`src/rtl/alt_ddrx_sched_pkg.sv`:
```
// alt_ddrx_sched_pkg: shared FSM state and command-type encodings for the bank command scheduler.
package alt_ddrx_sched_pkg;
    localparam logic [2:0] ST_IDLE   = 3'd0;
    localparam logic [2:0] ST_PCH    = 3'd1;
    localparam logic [2:0] ST_ACT    = 3'd2;
    localparam logic [2:0] ST_RDWR   = 3'd3;
    localparam logic [2:0] ST_SETTLE = 3'd4;

    localparam logic [2:0] CMD_NONE  = 3'd0;
    localparam logic [2:0] CMD_CLOSE = 3'd1;
    localparam logic [2:0] CMD_OPEN  = 3'd2;
    localparam logic [2:0] CMD_READ  = 3'd3;
    localparam logic [2:0] CMD_WRITE = 3'd4;

    // State to resume once the settle cycle that follows a command in state s is over.
    function automatic logic [2:0] next_after(input logic [2:0] s);
        return s == ST_PCH ? ST_ACT : s == ST_ACT ? ST_RDWR : ST_IDLE;
    endfunction
endpackage

```
`src/rtl/alt_ddrx_bank_cmd_sched_if.sv`:
```
// alt_ddrx_bank_cmd_sched_if: valid/ready request bus into the bank command scheduler.
interface alt_ddrx_bank_cmd_sched_if #(
    parameter int BANK_ADDR_WIDTH  = 3,
    parameter int MEM_IF_ROW_WIDTH = 16
);
    logic                        req_valid;
    logic                        req_ready;
    logic [BANK_ADDR_WIDTH-1:0]  req_bank;
    logic [MEM_IF_ROW_WIDTH-1:0] req_row;
    logic                        req_write;

    modport master (output req_valid, req_bank, req_row, req_write, input req_ready);
    modport slave  (input req_valid, req_bank, req_row, req_write, output req_ready);
endinterface

```
`src/rtl/alt_ddrx_bank_sel.sv`:
```
// alt_ddrx_bank_sel: selects one bank's readiness, open state and open row by bank index.
module alt_ddrx_bank_sel #(
    parameter int NUM_BANKS        = 8,
    parameter int BANK_ADDR_WIDTH  = 3,
    parameter int MEM_IF_ROW_WIDTH = 16
) (
    input  logic [BANK_ADDR_WIDTH-1:0]            idx,
    input  logic [NUM_BANKS-1:0]                  bank_state,
    input  logic [NUM_BANKS*MEM_IF_ROW_WIDTH-1:0] bank_row,
    input  logic [NUM_BANKS-1:0]                  bank_rdwr_ready,
    input  logic [NUM_BANKS-1:0]                  bank_act_ready,
    input  logic [NUM_BANKS-1:0]                  bank_pch_ready,
    output logic                                  sel_state,
    output logic [MEM_IF_ROW_WIDTH-1:0]           sel_row,
    output logic                                  sel_rdwr,
    output logic                                  sel_act,
    output logic                                  sel_pch
);
    always_comb begin
        sel_state = bank_state[idx];
        sel_row   = bank_row[int'(idx)*MEM_IF_ROW_WIDTH +: MEM_IF_ROW_WIDTH];
        sel_rdwr  = bank_rdwr_ready[idx];
        sel_act   = bank_act_ready[idx];
        sel_pch   = bank_pch_ready[idx];
    end
endmodule

```
`src/rtl/alt_ddrx_bank_cmd_sched.sv`:
```
// alt_ddrx_bank_cmd_sched: one-request-at-a-time PCH/ACT/RDWR sequencer with a settle cycle after each command.
// ALT_DDRX_OPEN_PAGE_EN selects open-page hit/miss handling; otherwise close-page with auto-precharge.
module alt_ddrx_bank_cmd_sched
    import alt_ddrx_sched_pkg::*;
#(
    parameter int NUM_BANKS        = 8,
    parameter int BANK_ADDR_WIDTH  = 3,
    parameter int MEM_IF_ROW_WIDTH = 16
) (
    input  logic                                  ctl_clk,
    input  logic                                  ctl_reset,
    alt_ddrx_bank_cmd_sched_if.slave              req,
    input  logic [NUM_BANKS-1:0]                  bank_state,
    input  logic [NUM_BANKS*MEM_IF_ROW_WIDTH-1:0] bank_row,
    input  logic [NUM_BANKS-1:0]                  bank_rdwr_ready,
    input  logic [NUM_BANKS-1:0]                  bank_act_ready,
    input  logic [NUM_BANKS-1:0]                  bank_pch_ready,
    output logic [NUM_BANKS-1:0]                  cmd_open,
    output logic [NUM_BANKS-1:0]                  cmd_close,
    output logic [NUM_BANKS-1:0]                  cmd_read,
    output logic [NUM_BANKS-1:0]                  cmd_write,
    output logic [MEM_IF_ROW_WIDTH-1:0]           cmd_row_addr,
    output logic                                  busy
);
    logic [2:0]                  state, after, first_state, cmd;
    logic [BANK_ADDR_WIDTH-1:0]  bank_q, sel_idx;
    logic [MEM_IF_ROW_WIDTH-1:0] row_q, sel_row;
    logic                        write_q, accept, sel_state, sel_rdwr, sel_act, sel_pch;
    logic [NUM_BANKS-1:0]        bank_oh;

    // While idle the selector looks at the incoming bank so hit/miss is known at acceptance.
    assign sel_idx = state == ST_IDLE ? req.req_bank : bank_q;

    alt_ddrx_bank_sel #(
        .NUM_BANKS(NUM_BANKS), .BANK_ADDR_WIDTH(BANK_ADDR_WIDTH), .MEM_IF_ROW_WIDTH(MEM_IF_ROW_WIDTH)
    ) u_sel (
        .idx(sel_idx), .bank_state(bank_state), .bank_row(bank_row),
        .bank_rdwr_ready(bank_rdwr_ready), .bank_act_ready(bank_act_ready), .bank_pch_ready(bank_pch_ready),
        .sel_state(sel_state), .sel_row(sel_row), .sel_rdwr(sel_rdwr), .sel_act(sel_act), .sel_pch(sel_pch)
    );

`ifdef ALT_DDRX_OPEN_PAGE_EN
    localparam bit AUTO_PCH = 1'b0;
    assign first_state = !sel_state ? ST_ACT : sel_row == req.req_row ? ST_RDWR : ST_PCH;
`else
    localparam bit AUTO_PCH = 1'b1;
    logic unused_open_page;
    assign unused_open_page = ^{sel_state, sel_row};
    assign first_state = ST_ACT;
`endif

    assign req.req_ready = state == ST_IDLE && !ctl_reset;
    assign accept        = req.req_valid && req.req_ready;
    assign busy          = state != ST_IDLE;
    assign cmd_row_addr  = row_q;
    assign bank_oh       = NUM_BANKS'(1) << bank_q;

    assign cmd = state == ST_PCH  && sel_pch  ? CMD_CLOSE :
                 state == ST_ACT  && sel_act  ? CMD_OPEN  :
                 state == ST_RDWR && sel_rdwr ? (write_q ? CMD_WRITE : CMD_READ) : CMD_NONE;

    assign cmd_open  = cmd == CMD_OPEN  ? bank_oh : '0;
    assign cmd_read  = cmd == CMD_READ  ? bank_oh : '0;
    assign cmd_write = cmd == CMD_WRITE ? bank_oh : '0;
    assign cmd_close = cmd == CMD_CLOSE || (AUTO_PCH && (cmd == CMD_READ || cmd == CMD_WRITE)) ? bank_oh : '0;

    always_ff @(posedge ctl_clk or posedge ctl_reset) begin
        if (ctl_reset) begin
            state   <= ST_IDLE;
            after   <= ST_IDLE;
            bank_q  <= '0;
            row_q   <= '0;
            write_q <= 1'b0;
        end else if (accept) begin
            state   <= first_state;
            bank_q  <= req.req_bank;
            row_q   <= req.req_row;
            write_q <= req.req_write;
        end else if (cmd != CMD_NONE) begin
            state <= ST_SETTLE;
            after <= next_after(state);
        end else if (state == ST_SETTLE) begin
            state <= after;
        end
    end
endmodule
```
`src/flat_wrapper.sv`:
```
// flat-port wrapper written by rule: the top's interface ports become plain ports
module alt_ddrx_bank_cmd_sched_flat import alt_ddrx_sched_pkg::*;
#(
    parameter int NUM_BANKS        = 8,
    parameter int BANK_ADDR_WIDTH  = 3,
    parameter int MEM_IF_ROW_WIDTH = 16
)
  (ctl_clk, ctl_reset, bank_state, bank_row, bank_rdwr_ready, bank_act_ready, bank_pch_ready, cmd_open, cmd_close, cmd_read, cmd_write, cmd_row_addr, busy, req_req_valid, req_req_bank, req_req_row, req_req_write, req_req_ready);
  alt_ddrx_bank_cmd_sched_if #(.BANK_ADDR_WIDTH(BANK_ADDR_WIDTH), .MEM_IF_ROW_WIDTH(MEM_IF_ROW_WIDTH)) req_i ();
  input  logic ctl_clk;
  input  logic ctl_reset;
  input  logic [NUM_BANKS-1:0] bank_state;
  input  logic [NUM_BANKS*MEM_IF_ROW_WIDTH-1:0] bank_row;
  input  logic [NUM_BANKS-1:0] bank_rdwr_ready;
  input  logic [NUM_BANKS-1:0] bank_act_ready;
  input  logic [NUM_BANKS-1:0] bank_pch_ready;
  output logic [NUM_BANKS-1:0] cmd_open;
  output logic [NUM_BANKS-1:0] cmd_close;
  output logic [NUM_BANKS-1:0] cmd_read;
  output logic [NUM_BANKS-1:0] cmd_write;
  output logic [MEM_IF_ROW_WIDTH-1:0] cmd_row_addr;
  output logic busy;
  input wire logic [$bits(req_i.req_valid)-1:0] req_req_valid;
  input wire logic [$bits(req_i.req_bank)-1:0] req_req_bank;
  input wire logic [$bits(req_i.req_row)-1:0] req_req_row;
  input wire logic [$bits(req_i.req_write)-1:0] req_req_write;
  output wire logic [$bits(req_i.req_ready)-1:0] req_req_ready;
  assign req_i.req_valid = req_req_valid;
  assign req_i.req_bank = req_req_bank;
  assign req_i.req_row = req_req_row;
  assign req_i.req_write = req_req_write;
  assign req_req_ready = req_i.req_ready;
  alt_ddrx_bank_cmd_sched #(.NUM_BANKS(NUM_BANKS), .BANK_ADDR_WIDTH(BANK_ADDR_WIDTH), .MEM_IF_ROW_WIDTH(MEM_IF_ROW_WIDTH)) u_core (.ctl_clk(ctl_clk), .ctl_reset(ctl_reset), .req(req_i), .bank_state(bank_state), .bank_row(bank_row), .bank_rdwr_ready(bank_rdwr_ready), .bank_act_ready(bank_act_ready), .bank_pch_ready(bank_pch_ready), .cmd_open(cmd_open), .cmd_close(cmd_close), .cmd_read(cmd_read), .cmd_write(cmd_write), .cmd_row_addr(cmd_row_addr), .busy(busy));
endmodule
```
`config.mk`:
```
export PLATFORM = sky130hd
export DESIGN_NAME = alt_ddrx_bank_cmd_sched_flat
export DESIGN_NICKNAME = d
export VERILOG_FILES = /design/src/rtl/alt_ddrx_sched_pkg.sv /design/src/rtl/alt_ddrx_bank_cmd_sched_if.sv /design/src/rtl/alt_ddrx_bank_sel.sv /design/src/rtl/alt_ddrx_bank_cmd_sched.sv /design/src/flat_wrapper.sv
export SDC_FILE = /design/constraint.sdc
export NUM_CORES = 1
export LEC_CHECK = 0
export ABC_AREA = 1
export CAP_MARGIN = 20
export CELL_PAD_IN_SITES_DETAIL_PLACEMENT = 1
export CELL_PAD_IN_SITES_GLOBAL_PLACEMENT = 2
export CORE_ASPECT_RATIO = 0.5
export CORE_UTILIZATION = 10
export CTS_CLUSTER_DIAMETER = 50
export DETAILED_ROUTE_END_ITERATION = 10
export GPL_TIMING_DRIVEN = 0
export PLACE_DENSITY_LB_ADDON = 0.2
export REMOVE_ABC_BUFFERS = 1
export SLEW_MARGIN = 20
export SYNTH_ARGS = -nofsm -noshare
export SYNTH_HDL_FRONTEND = slang
export SYNTH_SLANG_ARGS = --single-unit
export TNS_END_PERCENT = 30
```
`constraint.sdc`:
```
create_clock -name ctl_clk -period 1.7 [get_ports ctl_clk]
set_clock_uncertainty 0.1 [all_clocks]
set_input_delay 0.17 -clock ctl_clk [delete_from_list [all_inputs] [get_ports ctl_clk]]
set_output_delay 0.17 -clock ctl_clk [all_outputs]
set_load 0.005 [all_outputs]
```
==> results of run 1 <==
==> cell type report <==
class,instances,area [sq um],area share [%]
multi-input cells,178,1266,34.47
repair buffers,141,1261,34.33
flip-flops and latches,25,630.6,17.17
well taps,227,284.0,7.732
inverters,35,145.1,3.951
clock buffers,4,78.83,2.146
repair inverters,1,7.507,0.2044
==> Yosys cell counts (all sizes together) <==
master / count
nand2: 83
dfrtp: 25
nand3: 41
a21oi: 1
nand4: 2
nand3b: 1
buf: 3
nor2: 36
o21ai: 8
nor3: 4
o211ai: 1
clkbuf: 2
inv: 35
==> flip-flops by register name, summed over array words and instances (netlist names) <==
register	cells
u_core.cmd_row_addr	16
u_core.after	2
u_core.write_q	1
u_core.state	3
u_core.bank_q	3
==> what timing repair did <==
item | CTS | global route
pin swaps | 35 | 33
setup buffers | 36 | 11
cloned | 2 | 0
setup endpoints to repair | 59 | 59
resized for setup | 186 | 46
==> metal layers <==
metal	share of wire (%)	vias to the layer above	routed length, um	global-route usage (%)
li1	-	1042	-	-
met1	47	960	3740	11.69
met2	50	34	3991	16.32
met3	2.4	2	189	1.115
met4	0.50	0	40	1.230
met5	0	-	0	0
==> path summary, 6_finish.rpt <==
check | slack [ns] | depth (start not counted) | startpoint | endpoint
hold reg to reg | 0.38 | 2 | u_core.cmd_row_addr[4] | u_core.cmd_row_addr[4]
min in group ctl_clk | 0.34 | 3 | req_req_row[7] | u_core.cmd_row_addr[7]
setup / recovery | -0.80 | 13 | u_core.state[0] | cmd_write[5]
hold / removal | 0.27 | 2 | ctl_reset | u_core.cmd_row_addr[15]
max in group asynchronous | 0.81 | 2 | ctl_reset | u_core.state[1]
setup reg to reg | -0.57 | 13 | u_core.state[0] | u_core.after[1]
==> through the flow <==
step,instance area (sq um),std cells,hold slack (ns)
3_3_place_gp,2923,560,0.3645
6_report,3674,611,0.2733
2_1_floorplan,1678,237,0.09732
5_1_grt,3674,611,0.3404
3_5_place_dp,2923,560,0.3685
4_1_cts,3445,602,0.3136
==> cells by family (layout without fill, tap and decap cells) <==
group | Yosys count | after routing | share of synthesized area [%]
buffers and inverters | 40 | 181 | 9.532
flip-flops | 25 | 25 | 36.66
AO/OA/AOI/OAI | 10 | 10 | 4.620
AND/OR/NAND/NOR | 167 | 168 | 49.19
==> critical path, stage by stage, from the launching register on <==
cell	delay [ns]
dfrtp_2	0.44
nor2_8	0.18
buf_6	0.13
nand3_4	0.11
nand2_4	0.15
nand2_2	0.07
nand3_2	0.07
nand2_2	0.07
nand2_4	0.11
nand4_4	0.15
buf_12	0.18
buf_6	0.11
nor2_1	0.07
buf_2	0.14
==> report_power, final <==
group,switching [mW],internal (mW)
Sequential,0.280,0.889
Combinational,2.22,1.99
Clock,0.221,0.321
Total,2.72,3.20
==> flow_summary.json, run 1 <==
{
  "synth_seq_cells": 25,
  "critPathRequiredTime_ns": 1.43,
  "power.total_mw": 5.926,
  "finalCritPeriodShare_pct": 146.9,
  "grt.overflow.total": 0,
  "drt_iter0_markers": 53,
  "final_common_cell": "nand2_1",
  "grt_pass1_wl_um": 12400,
  "grt_max_degree": 26,
  "yosysWarningCount": 0,
  "coreArea_sq_mm": 0.01652,
  "relSlewSlack_pct": 60.72,
  "worst_setup_path_start_kind": "flip-flop",
  "synth_top_cell_area_share_pct": 36.66,
  "place.gp.congestion": 0.6707,
  "drt-wirelength-per-cell_um": 13.03,
  "fin_tns_setup_ns": -26.33,
  "fmax_mhz": 400.5,
  "fin_ws_ns": -0.7970,
  "end_kind": "output pin",
  "die_x_um": 186.8,
  "hpwl_um": 5518,
  "netlist_top_cells_area": "dfrtp_1 (37%), nand2_1 (16%), nand3_1 (10%)",
  "vias_per_cell": 3.336,
  "htreeDepth": 1,
  "final_max_slew_viol_count": 0,
  "status": "finished with violations",
  "synthesis.area_sq_mm": 0.001707,
  "grt_usage_pct": 8.977,
  "numCtsBuffers": 3,
  "crit_path_max_fanout": 6,
  "setup_violations": 57,
  "drive_gt1_share_pct": 41.41,
  "grt_antenna_before_repair": 0,
  "ant_nets": 0,
  "cts_tree": "built",
  "min_period_ns": 2.497,
  "num_rows": 33,
  "dr.pass1.iters": 4,
  "clock_latency_ns": 0.26,
  "vias": 2038,
  "nFillCells": 1982,
  "synth_top_area_cell": "dfrtp_1",
  "worst_pin_slew_ns": 0.5883,
  "io_buffers": 96,
  "drc": 0,
  "synth.distinct_cells": 26,
  "die-area_sq_mm": 0.01762,
  "root_buffer": "clkbuf_16",
  "clk_pin_slew_ns": 0.07,
  "hold_path_class": "in2async",
  "cap_violations": 0,
  "power_density_mw_per_mm2": 1613,
  "final_util_pct": 22.24,
  "postSynthCellCount": 242,
  "ys_seq_area_share_pct": 36.66,
  "cts_hold_buffers": 0,
  "violations": "setup timing",
  "worst-setup-path-type": "reg2out",
  "die_h_um": 94.38,
  "io_pins": 233,
  "floorplan.initialDensity_pct": 10.33,
  "p_leak_nw": 1.639,
  "nets": 568,
  "cts.sinks": 25,
  "worstPathArrival_ns": 2.23,
  "totalWireLength_um": 7962,
  "avgSynthCellArea_sq_um": 7.052,
  "rsz0062_at_grt": "true",
  "dp_worst_setup_slack_ns": -1.221,
  "area_growth_pct": 115.2,
  "hold_viol": 0,
  "peakVddDrop_v": 0.0004084,
  "grt_pass1_vias": 2176,
  "antenna_cells": 0,
  "clk_path_buf_depth": 2,
  "layout_common_cells": "nand2_1 (67), clkdlybuf4s50_1 (62), inv_1 (30)"
}
Power figures use the tool's default switching activity.
==> run 2: changes to the inputs <==
Settings changed: CORE_MARGIN from default to 2.
==> flow_summary.json, run 2 (synthesized netlist as in run 1, its figures left out) <==
{
  "crit_path_max_fanout": 6,
  "status": "finished with violations",
  "met3_length_um": 152,
  "grt_usage_pct": 8.633,
  "grt_antenna_before_repair": 0,
  "wl_met1_um": 3735,
  "vias": 2010,
  "power_frac_clock_pct": 9.3,
  "hold_path_class": "in2async",
  "cap_violations": 0,
  "critPathRequiredTime_ns": 1.43,
  "largest_reg_flops": 16,
  "highest_layer": "met4",
  "htreeDepth": 1,
  "num_rows": 33,
  "hold_viol": 0,
  "grt_pass1_vias": 2159,
  "root_buffer": "clkbuf_16",
  "violations": "setup timing",
  "nFillCells": 1991,
  "numCtsBuffers": 3,
  "combinationalPowerShare_pct": 70.1,
  "grt.overflow.total": 0,
  "grt_max_degree": 26,
  "hpwl_um": 5638,
  "dr.pass1.iters": 4,
  "setup_violations": 56,
  "ant_nets": 0,
  "fmax_mhz": 402.5,
  "power_density_mw_per_mm2": 1612,
  "peakVddDrop_v": 0.0003704,
  "floorplan.initialDensity_pct": 10.33,
  "worst_pin_slew_ns": 0.5692,
  "power.internal_mw": 3.001,
  "grt_pass1_wl_um": 12280,
  "worst_setup_path_start_kind": "flip-flop",
  "wl_met2_um": 4091,
  "drc": 0,
  "final_common_cell": "nand2_1",
  "cts.sinks": 25,
  "power.total_mw": 5.722,
  "seq_power_share_pct": 20.6,
  "dp_worst_setup_slack_ns": -1.201,
  "io_pins": 233,
  "die_h_um": 96.38,
  "worstPathArrival_ns": 2.21,
  "layout_common_cells": "nand2_1 (69), clkdlybuf4s50_1 (62), inv_1 (29), buf_2 (29), nand3_1 (25)",
  "vias_per_cell": 3.350,
  "p_sw_share_pct": 47.56,
  "multi_input_area_sq_mm": 0.001272,
  "place.gp.congestion": 0.6841,
  "drt-wirelength-per-cell_um": 13.37,
  "min_period_ns": 2.484,
  "finalCritPeriodShare_pct": 146.1,
  "clock_latency_ns": 0.25,
  "fin_ws_ns": -0.7844,
  "worst-setup-path-type": "reg2out",
  "die_x_um": 188.8,
  "clk_path_buf_depth": 2,
  "switching_power_mw": 2.721,
  "drive_gt1_share_pct": 39.95,
  "coreArea_sq_mm": 0.01652,
  "end_kind": "output pin",
  "drt_iter0_markers": 47,
  "final_max_slew_viol_count": 0,
  "relSlewSlack_pct": 62.00,
  "cts_tree": "built",
  "rsz0062_at_grt": "true",
  "regArea_sq_um": 630.6,
  "antenna_cells": 0,
  "nets": 557,
  "clk_pin_slew_ns": 0.07,
  "die-area_sq_mm": 0.01819,
  "p_leak_nw": 1.560,
  "io_buffers": 96,
  "totalWireLength_um": 8020,
  "final_util_pct": 21.48,
  "holdWs_ns": 0.2772,
  "area_growth_pct": 107.9
}
-- run 2: critical path, cell delays in order (launching register included) --
cell and delay (ns):
dfrtp_2 0.44, nor2_8 0.23, nand2_8 0.13, o21ai_4 0.27, nand3_4 0.12, nand3_4 0.14, nand4_4 0.16, buf_6 0.17
buf_6 0.11, nor2_4 0.07, buf_6 0.10
-- run 2: final cells by class --
| cell class | instances | area share (%) |
|---|---|---|
| tap | 227 | 8.004 |
| timing repair buffer | 129 | 31.81 |
| inverter | 35 | 4.090 |
| sequential | 25 | 17.77 |
| multi-input combinational | 179 | 35.86 |
| clock buffer | 3 | 2.116 |
| clock inverter | 1 | 0.1410 |
| timing repair inverter | 1 | 0.2116 |
-- run 2: power by group through the flow --
stage / Clock (mW) / Sequential [mW] / Combinational (mW)
3_5_place_dp: 0 / 1.15 / 2.60
4_1_cts: 0.575 / 1.17 / 3.63
6_report: 0.534 / 1.18 / 4.01
2_1_floorplan: 0 / 1.11 / 1.53
3_3_place_gp: 0 / 1.16 / 2.59
5_1_grt: 0.595 / 1.22 / 4.40
-- run 2: metrics by stage --
| step | cell area (sq um) | TNS (ns) | cells |
|---|---|---|---|
| final | 3548 | -26.50 | 600 |
| after global routing | 3548 | -34.15 | 600 |
| after CTS | 3343 | -26.50 | 591 |
| after detailed placement | 2923 | -54.11 | 560 |
| after global placement | 2923 | -55.20 | 560 |
| after floorplan | 1678 | -5.146 | 237 |
-- run 2: layer usage --
metal / vias to the layer above / global-route usage (%)
li1: 1018 / -
met4: 0 / 1.172
met1: 964 / 11.46
met2: 26 / 15.69
met5: - / 0
met3: 2 / 0.9029
-- run 2: timing repair --
item / in CTS / in global routing
buffers inserted: 24 / 10
pin swaps: 34 / 27
hold buffers: 0 / 0
gates cloned: 3 / 0
resized for setup: 195 / 37
setup endpoints to repair: 59 / 56
endpoints found under the hold margin: 0 / 0
-- run 2: final timing paths --
| path | start | endpoint | slack (ns) | cells after the start |
|---|---|---|---|---|
| max | u_core.state[0] | cmd_write[5] | -0.78 | 10 |
| min | ctl_reset | u_core.cmd_row_addr[13] | 0.28 | 2 |
| max reg2reg | u_core.state[0] | u_core.after[1] | -0.55 | 12 |
| min reg2reg | u_core.cmd_row_addr[11] | u_core.cmd_row_addr[11] | 0.38 | 2 |
| max in group asynchronous | ctl_reset | u_core.state[0] | 0.81 | 2 |
| min in group ctl_clk | req_req_row[6] | u_core.cmd_row_addr[6] | 0.34 | 3 |
